<file path="src/rtl/uart_frame_parser.sv">
// Assembles HDR0 HDR1 LEN payload CHK frames from UART byte strobes and releases
// checksum-valid payloads as a valid/ready byte stream. Optional macro: UART_PARSER_TIMEOUT_EN.
module uart_frame_parser #(
  parameter int unsigned MAX_LEN      = 16,
  parameter logic [7:0]  HDR0         = 8'h55,
  parameter logic [7:0]  HDR1         = 8'hAA,
  parameter int unsigned TIMEOUT_CLKS = 50000
) (
  input  logic       sys_clk,
  input  logic       sys_rst,
  input  logic       uart_done,
  input  logic [7:0] uart_data,
  output logic       out_valid,
  input  logic       out_ready,
  output logic [7:0] out_data,
  output logic       out_last,
  output logic [7:0] frame_len,
  output logic       frame_ok,
  output logic       frame_err,
  output logic [1:0] err_code,
  output logic       busy
);

  localparam int unsigned IDX_W     = (MAX_LEN > 1) ? $clog2(MAX_LEN) : 1;
  localparam logic [7:0]  MAX_LEN_B = 8'(MAX_LEN);

  typedef enum logic [2:0] {StHdr0, StHdr1, StLen, StPay, StChk, StOut} state_t;

  state_t     state_q;
  logic       done_q;
  logic [7:0] len_q;
  logic [7:0] sum_q;
  logic [7:0] wr_idx_q;
  logic [7:0] rd_idx_q;
  logic [7:0] pay_mem [MAX_LEN];

  logic       byte_stb;
  logic [7:0] rd_nxt;

  assign byte_stb = uart_done & ~done_q;
  assign rd_nxt   = rd_idx_q + 8'd1;
  assign busy     = (state_q != StHdr0);

`ifdef UART_PARSER_TIMEOUT_EN
  localparam int unsigned CNT_W = (TIMEOUT_CLKS > 1) ? $clog2(TIMEOUT_CLKS) : 1;
  logic [CNT_W-1:0] idle_q;
  logic             in_timed_state;
  assign in_timed_state = (state_q == StHdr1) || (state_q == StLen) ||
                          (state_q == StPay)  || (state_q == StChk);
`endif

  // Payload buffer has no reset; contents are only read after being written.
  always_ff @(posedge sys_clk) begin
    if (state_q == StPay && byte_stb) begin
      pay_mem[wr_idx_q[IDX_W-1:0]] <= uart_data;
    end
  end

  always_ff @(posedge sys_clk) begin
    if (sys_rst) begin
      state_q   <= StHdr0;
      done_q    <= 1'b0;
      len_q     <= 8'd0;
      sum_q     <= 8'd0;
      wr_idx_q  <= 8'd0;
      rd_idx_q  <= 8'd0;
      out_valid <= 1'b0;
      out_data  <= 8'd0;
      out_last  <= 1'b0;
      frame_len <= 8'd0;
      frame_ok  <= 1'b0;
      frame_err <= 1'b0;
      err_code  <= 2'd0;
`ifdef UART_PARSER_TIMEOUT_EN
      idle_q    <= '0;
`endif
    end else begin
      done_q    <= uart_done;
      frame_ok  <= 1'b0;
      frame_err <= 1'b0;
      unique case (state_q)
        StHdr0: begin
          if (byte_stb && uart_data == HDR0) state_q <= StHdr1;
        end
        StHdr1: begin
          if (byte_stb) begin
            if (uart_data == HDR1)      state_q <= StLen;
            else if (uart_data != HDR0) state_q <= StHdr0;
          end
        end
        StLen: begin
          if (byte_stb) begin
            if (uart_data == 8'd0 || uart_data > MAX_LEN_B) begin
              frame_err <= 1'b1;
              err_code  <= 2'd0;
              state_q   <= StHdr0;
            end else begin
              len_q    <= uart_data;
              sum_q    <= uart_data;
              wr_idx_q <= 8'd0;
              state_q  <= StPay;
            end
          end
        end
        StPay: begin
          if (byte_stb) begin
            sum_q    <= sum_q + uart_data;
            wr_idx_q <= wr_idx_q + 8'd1;
            if (wr_idx_q == len_q - 8'd1) state_q <= StChk;
          end
        end
        StChk: begin
          if (byte_stb) begin
            if (uart_data == sum_q) begin
              frame_ok  <= 1'b1;
              rd_idx_q  <= 8'd0;
              out_valid <= 1'b1;
              out_data  <= pay_mem[0];
              out_last  <= (len_q == 8'd1);
              frame_len <= len_q;
              state_q   <= StOut;
            end else begin
              frame_err <= 1'b1;
              err_code  <= 2'd1;
              state_q   <= StHdr0;
            end
          end
        end
        StOut: begin
          // Bytes arriving while the buffer drains cannot be stored.
          if (byte_stb) begin
            frame_err <= 1'b1;
            err_code  <= 2'd3;
          end
          if (out_valid && out_ready) begin
            if (out_last) begin
              out_valid <= 1'b0;
              out_last  <= 1'b0;
              state_q   <= StHdr0;
            end else begin
              rd_idx_q <= rd_nxt;
              out_data <= pay_mem[rd_nxt[IDX_W-1:0]];
              out_last <= (rd_nxt == len_q - 8'd1);
            end
          end
        end
        default: state_q <= StHdr0;
      endcase
`ifdef UART_PARSER_TIMEOUT_EN
      // Every entry into a timed state is caused by a strobe, so clearing on
      // strobe also clears on state entry.
      if (byte_stb || !in_timed_state) begin
        idle_q <= '0;
      end else if (idle_q == CNT_W'(TIMEOUT_CLKS - 1)) begin
        idle_q    <= '0;
        frame_err <= 1'b1;
        err_code  <= 2'd2;
        state_q   <= StHdr0;
      end else begin
        idle_q <= idle_q + CNT_W'(1);
      end
`endif
    end
  end

endmodule

</file>
<file path="config.mk">
export PLATFORM = sky130hd
export DESIGN_NAME = uart_frame_parser
export DESIGN_NICKNAME = d
export VERILOG_FILES = /design/src/rtl/uart_frame_parser.sv
export SDC_FILE = /design/constraint.sdc
export NUM_CORES = 1
export LEC_CHECK = 0
export CAP_MARGIN = 20
export CORE_ASPECT_RATIO = 0.7
export CORE_UTILIZATION = 25
export DETAILED_ROUTE_END_ITERATION = 16
export GPL_ROUTABILITY_DRIVEN = 0
export PLACE_DENSITY_LB_ADDON = 0.05
export SLEW_MARGIN = 20
export SYNTH_ARGS = -nofsm -noshare
export SYNTH_HDL_FRONTEND = slang
export SYNTH_SLANG_ARGS = --single-unit
export TNS_END_PERCENT = 20
</file>
<file path="constraint.sdc">
create_clock -name sys_clk -period 6.22 [get_ports sys_clk]
set_clock_uncertainty 0.15 [all_clocks]
set_input_delay 0.933 -clock sys_clk [delete_from_list [all_inputs] [get_ports sys_clk]]
set_output_delay 0.933 -clock sys_clk [all_outputs]
set_load 0.02 [all_outputs]
</file>
==> results.txt, run 1 <==
Status -> finished with violations
Violated checks -> DRC
Yosys reg bits -> 186
Warnings, synthesis -> 0
Compound-Gate Fraction of Synth Area -> 7.77%
Placement-stage worst setup slack -> 1.69 ns
EDFF count, synth -> 128
Share of layout cells above drive strength 1 -> 15.3%
Worst VDD drop -> 0.168 mV
Hold Fails Final Rpt -> 0
Total power -> 2510 µW
Slew @ Worst Pin -> 1.07 ns
Adder-Cell Fraction of Synth Area -> 2.34%
Mapped cell area -> 8340 µm²
Final Cycle Share -> 66.0%
CP Capture Type -> register
Max clock buf depth -> 2
# DRC -> 3
Final worst slack -> 2.11 ns
CTS tree -> built
Tmin final -> 4.11 ns
Largest area contributor in the netlist -> edfxtp_1
Postcts setup bufs -> 0
Relative slew slack -> 28.1%
CTS Sinks -> 186
Final WL -> 24400 µm
Synth top area cells -> edfxtp_1, dfxtp_1, mux4_2
Crit path DAT -> 4.29 ns
Die Y -> 155 µm
Register area -> 5010 µm²
Mux contribution to synthesized area -> 12.2%
Footprint of the multi-input gates -> 3180 µm²
Syn_nets -> 648
Worst EP required -> 6.40 ns
Fillers -> 3256
Netlist cell types -> 59
Core ar. -> 32600 µm²
Most frequent cells after synthesis -> edfxtp_1, dfxtp_1, nor2_1
Max-cap violations -> 0
Setup TNS after final layout -> 0 ns
Post-CTS Hold Fix Bufs -> 0
Ys flop type -> edfxtp_1
Vias in the first global route -> 5331
RSZ-0062 raised after global routing -> no
DR vias/cell -> 4.79
Initial Util -> 25.6%
Top cell type's share of synthesized area -> 46.1%
Synthesis-to-finish area growth -> 17.7%
Cell with the most instances after synthesis -> edfxtp_1
Finish-stage setup viols -> 0
Kind of critical path -> in -> reg
Initial DRC Count -> 416
Post-DP HPWL -> 16600 µm
R2R Setup Slk -> 3.21 ns
Max-slew violation count -> 0
Pin count of the biggest net entering global routing -> 40
CTS buffer count -> 17
Remaining Overflow, GRT -> 0
Worst Setup EP -> out_last
Post-synthesis xor/xnor area fraction -> 4.22%
IO Port Bufs -> 34
Placed cell count -> 1069
FF-to-FF Start -> state_q[0]
Final nets -> 688
CP startpoint -> uart_data[5]
Root Buffer -> clkbuf_16
DR vias -> 5278
Antenna violations before repair -> 2
Site Rows -> 55
Die footprint -> 34100 µm²
Pwr dens -> 255 nW/µm²
WL/cell -> 22.2 µm
First-pass DRT Iterations -> 10
Final Cell Area -> 9820 µm²
Gr usage total -> 15.2%
Die width -> 220 µm
Peak fanout along the critical path -> 20
Crit path launch type -> primary input
Asr flop ratio synth -> 0%
Min-delay worst type -> reg -> reg
Seq/Total Area, Yosys -> 60.0%
I/O Pins -> 35
Max H-tree Level -> 4
Post-DP Area -> 9260 µm²
Post-Synthesis Cells -> 621
Worst-path clk slew -> 0.07 ns
Post-synthesis area per instance -> 13.4 µm²
PostCTS Resize Cnt -> 0
First-pass GRT wire length -> 36600 µm
Simple-gate share of the synthesized area -> 11.1%
Antenna Cells -> 0
Post-Layout Cell Count -> 1101
F_max -> 243 MHz
Largest family of logic cells by synthesized area -> multiplexers
Clk_lat worst skew -> 0.44 ns
Terminus of the critical flop-to-flop path -> pay_mem[3][5]
Reg2reg path depth -> 5
Final ANT Viol Nets -> 0
Leakage -> 0.00308 µW
==> layer usage <==
metal / up-vias / part of all wire [%] / track usage [%] / wire length [µm]
met3: 14 / 3.9 / 3.58 / 957
li1: 2449 / - / - / -
met2: 104 / 41 / 20.6 / 10000
met1: 2711 / 54 / 24.0 / 13300
met4: 0 / 0.70 / 3.09 / 171
met5: - / 0 / 0 / 0
==> area by class of cell <==
type,count,area share (%)
clock buffer,21,4.59
clock inverter,11,1.01
inverter,15,0.574
multi-input combinational,387,32.4
sequential,186,51.0
tap,427,5.44
timing repair buffer,54,5.00
==> through the flow <==
stage               hold WS [ns]  util (%)
floorplan                  0.286         -
global placement           0.320      28.4
detailed placement         0.329      28.5
CTS                        0.340      30.1
global route               0.364      30.2
finish                     0.333      30.2
==> sequential cells by signal, summed over array words and instances, names as in the netlist <==
| signal | flops |
|---|---|
| sum_q | 8 |
| wr_idx_q | 8 |
| done_q | 1 |
| out_last | 1 |
| out_data | 8 |
| err_code | 2 |
| out_valid | 1 |
| rd_idx_q | 8 |
| pay_mem | 128 |
| state_q | 3 |
| frame_len | 8 |
| frame_err | 1 |
| frame_ok | 1 |
| len_q | 8 |
==> cell families (layout without fill, tap and decap cells) <==
logic type      count (synthesis)  count (layout)
compound gates                 97              97
xor+xnor                       37              37
fa+ha+maj                      15              15
buf+inv                        48             101
flops                         186             186
mux                            50              50
simple gates                  188             188
==> layout by cell type, fill, tap and decap left out, types with 4 or more instances in the layout <==
cell,netlist,routed
nor4_1,8,8
dfxtp_1,58,57
nor3b_1,5,5
mux4_1,5,5
clkdlybuf4s50_1,0,34
mux2i_1,10,10
nor2b_1,7,7
xor2_1,10,9
nor2_1,57,53
edfxtp_1,128,128
xnor2_1,25,25
a21oi_1,37,37
nand3_1,8,8
ha_1,14,14
buf_4,2,20
nand2b_1,6,6
clkinv_2,0,4
o21ai_0,19,19
inv_1,15,15
nor3_1,21,17
nand4_1,6,6
mux4_2,35,35
o21a_1,4,4
nor2_2,0,4
nand2_1,47,47
and3_1,6,6
clkbuf_16,0,17
and2_1,4,4
a211oi_1,5,5
==> where the power goes <==
group	internal [µW]	total, µW	switching (µW)
registers	1330	1340	11.5
logic	45.7	123	77.1
clock network	562	1050	483
total	1930	2510	572
==> how the worst min path moves through the flow <==
stage / startpoint / endpoint / slack (ns) / depth (start not counted)
after floorplan: sum_q[3] / sum_q[3] / 0.29 / 2
after global placement: sum_q[3] / sum_q[3] / 0.32 / 2
after detailed placement: sum_q[3] / sum_q[3] / 0.33 / 2
after CTS: sum_q[3] / sum_q[3] / 0.34 / 2
after global routing: sum_q[3] / sum_q[3] / 0.36 / 2
final: sum_q[3] / sum_q[3] / 0.33 / 2
==> critical path, cell delays in order <==
cell             delay [ns]
clkdlybuf4s50_1        0.98
ha_1                   0.41
nor4_1                 0.38
o2111a_1               0.43
and2_1                 0.57
a31oi_1                0.18
mux2i_1                0.16
a31o_2                 0.22
Note: power is estimated with default switching activity, not from simulation.
==> run 2, diff against run 1 <==
==> constraint.sdc (replaced) <==
create_clock -name sys_clk -period 4.3 [get_ports sys_clk]
set_clock_uncertainty 0.15 [all_clocks]
set_input_delay 0.645 -clock sys_clk [delete_from_list [all_inputs] [get_ports sys_clk]]
set_output_delay 0.645 -clock sys_clk [all_outputs]
set_load 0.02 [all_outputs]
==> results.txt, run 2 (synthesized netlist as in run 1, its figures left out) <==
IO Port Bufs -> 34 (unchanged)
Tmin final -> 3.26 ns
Total power -> 3650 µW (was 2510 µW)
Vias in the first global route -> 5461 (was 5331)
Clk_lat worst skew -> 0.45 ns (was 0.44 ns)
Slew @ Worst Pin -> 0.898 ns (was 1.07 ns)
RSZ-0062 raised after global routing -> no (unchanged)
Site Rows -> 55 (unchanged)
Violated checks -> DRC (unchanged)
Final worst slack -> 1.04 ns (was 2.11 ns)
Final Cycle Share -> 75.8%
Post-DP HPWL -> 18000 µm (was 16600 µm)
Post-CTS Hold Fix Bufs -> 0 (unchanged)
Footprint of the multi-input gates -> 3140 µm² (was 3180 µm²)
Min-delay worst type -> reg -> reg (unchanged)
Placement-stage worst setup slack -> 0.598 ns (was 1.69 ns)
Fillers -> 3280 (was 3256)
Worst-path clk slew -> 0.07 ns (about the same)
Worst EP required -> 4.50 ns (was 6.40 ns)
Postcts setup bufs -> 0 (unchanged)
PostCTS Resize Cnt -> 0 (unchanged)
Synthesis-to-finish area growth -> 19.2% (was 17.7%)
CP Capture Type -> register (unchanged)
Max-cap violations -> 0 (unchanged)
Peak fanout along the critical path -> 13 (was 20)
Die Y -> 155 µm (unchanged)
Antenna Cells -> 0 (unchanged)
Most frequent cells in the layout -> edfxtp_1, nor2_1, dfxtp_1, nand2_1, buf_4 (was edfxtp_1, dfxtp_1, nor2_1, nand2_1, a21oi_1)
Worst VDD drop -> 0.222 mV (was 0.168 mV)
Kind of critical path -> in -> reg (unchanged)
DR vias/cell -> 4.80 (was 4.79)
CTS buffer count -> 17 (unchanged)
Max-slew violation count -> 0 (unchanged)
Hold Fails Final Rpt -> 0 (unchanged)
CP peak stage delay -> 0.85 ns (was 0.98 ns)
Terminus of the critical flop-to-flop path -> out_data[2] (was pay_mem[3][5])
Leakage -> 0.00317 µW (was 0.00308 µW)
Share of layout cells above drive strength 1 -> 16.9% (was 15.3%)
Max clock buf depth -> 2 (unchanged)
Pwr dens -> 367 nW/µm² (was 255 nW/µm²)
Placed cell count -> 1089 (was 1069)
Initial DRC Count -> 400 (was 416)
Crit-path cells -> clkdlybuf4s50_1 > ha_1 > nor4_1 > o2111a_1 > and2_1 > buf_4 > a31oi_1 > mux2i_1 > a31o_2 (was clkdlybuf4s50_1 > ha_1 > nor4_1 > o2111a_1 > and2_1 > a31oi_1 > mux2i_1 > a31o_2)
FF-to-FF Start -> rd_idx_q[0] (was state_q[0])
Max H-tree Level -> 4 (unchanged)
Pin count of the biggest net entering global routing -> 35 (was 40)
Slowest-stage cell, CP -> clkdlybuf4s50_1 (unchanged)
Hold Path Sink -> sum_q[3] (unchanged)
Leading cell type in the layout, fill and taps excluded -> edfxtp_1 (unchanged)
F_max -> 307 MHz
Final WL -> 25700 µm (was 24400 µm)
Status -> finished with violations (unchanged)
DR vias -> 5378 (was 5278)
I/O Pins -> 35 (unchanged)
Final nets -> 708 (was 688)
Setup TNS after final layout -> 0 ns (unchanged)
WHS Path Cells -> 2 (unchanged)
Remaining Overflow, GRT -> 0 (unchanged)
Crit path DAT -> 3.46 ns (was 4.29 ns)
WL/cell -> 22.9 µm (was 22.2 µm)
# DRC -> 3 (unchanged)
Reg2reg path depth -> 7 (was 5)
R2R Setup Slk -> 1.37 ns (was 3.21 ns)
Gr usage total -> 15.7% (was 15.2%)
Relative slew slack -> 40.1% (was 28.1%)
Post-Layout Cell Count -> 1121 (was 1101)
Register area -> 5010 µm² (unchanged)
CTS Sinks -> 186 (unchanged)
Final ANT Viol Nets -> 0 (unchanged)
Root Buffer -> clkbuf_16 (unchanged)
Die footprint -> 34100 µm² (unchanged)
First-pass GRT wire length -> 37500 µm (was 36600 µm)
Crit path launch type -> primary input (unchanged)
First-pass DRT Iterations -> 11 (was 10)
CTS tree -> built (unchanged)
Hold Path Origin -> sum_q[3] (unchanged)
Max reg flops -> 128 (unchanged)
Antenna violations before repair -> 2 (unchanged)
Core ar. -> 32600 µm² (unchanged)
Initial Util -> 25.6% (unchanged)
Finish-stage setup viols -> 0 (unchanged)
Die width -> 220 µm (unchanged)
==> run 2: report_power, final <==
| group | total [µW] | internal [µW] | leakage, µW | switching (µW) |
|---|---|---|---|---|
| logic | 189 | 69.3 | 0.00129 | 119 |
| registers | 1930 | 1920 | 0.00162 | 17.2 |
| clock network | 1520 | 794 | 0.000262 | 729 |
==> run 2: layout make-up <==
class	count	area share, %
clock inverters	12	0.906
well taps	427	5.38
inverters	15	0.566
repair buffers	74	6.45
clock buffers	20	4.71
multi-input cells	387	31.6
flip-flops and latches	186	50.4
==> run 2: worst max-delay path: cells and delay by family <==
family	cells	cell delay, ns
AND/OR/NAND/NOR	2	0.51
adder cells (fa/ha/maj)	1	0.35
buffers and inverters	2	1.06
AO/OA/AOI/OAI	3	0.74
multiplexers	1	0.14
==> run 2: routing by layer <==
layer  part of all wire, %  vias to the layer above  GRT usage [%]
li1                      -                     2485              -
met1                    55                     2787           24.7
met2                    41                       87           21.7
met3                   3.1                       19           3.09
met4                  0.91                        0           3.84
met5                     0                        -              0
==> run 2: metrics by stage <==
step | utilization (%) | cell area (µm²) | hold slack, ns
final | 30.5 | 9940 | 0.322
after global routing | 30.5 | 9940 | 0.373
after CTS | 30.5 | 9940 | 0.322
after detailed placement | 28.8 | 9380 | 0.313
after global placement | 28.8 | 9380 | 0.309
after floorplan | - | 8340 | 0.286
==> run 2: how the worst max path moves through the flow <==
stage | depth (start not counted) | startpoint | end | slack [ns]
floorplan | 8 | uart_data[5] | out_valid | 1.69
global placement | 8 | uart_data[1] | state_q[1] | 0.62
detailed placement | 8 | uart_data[1] | state_q[1] | 0.60
CTS | 8 | uart_data[1] | state_q[1] | 1.08
global route | 8 | uart_data[1] | state_q[1] | 0.93
finish | 9 | uart_data[1] | out_last | 1.04
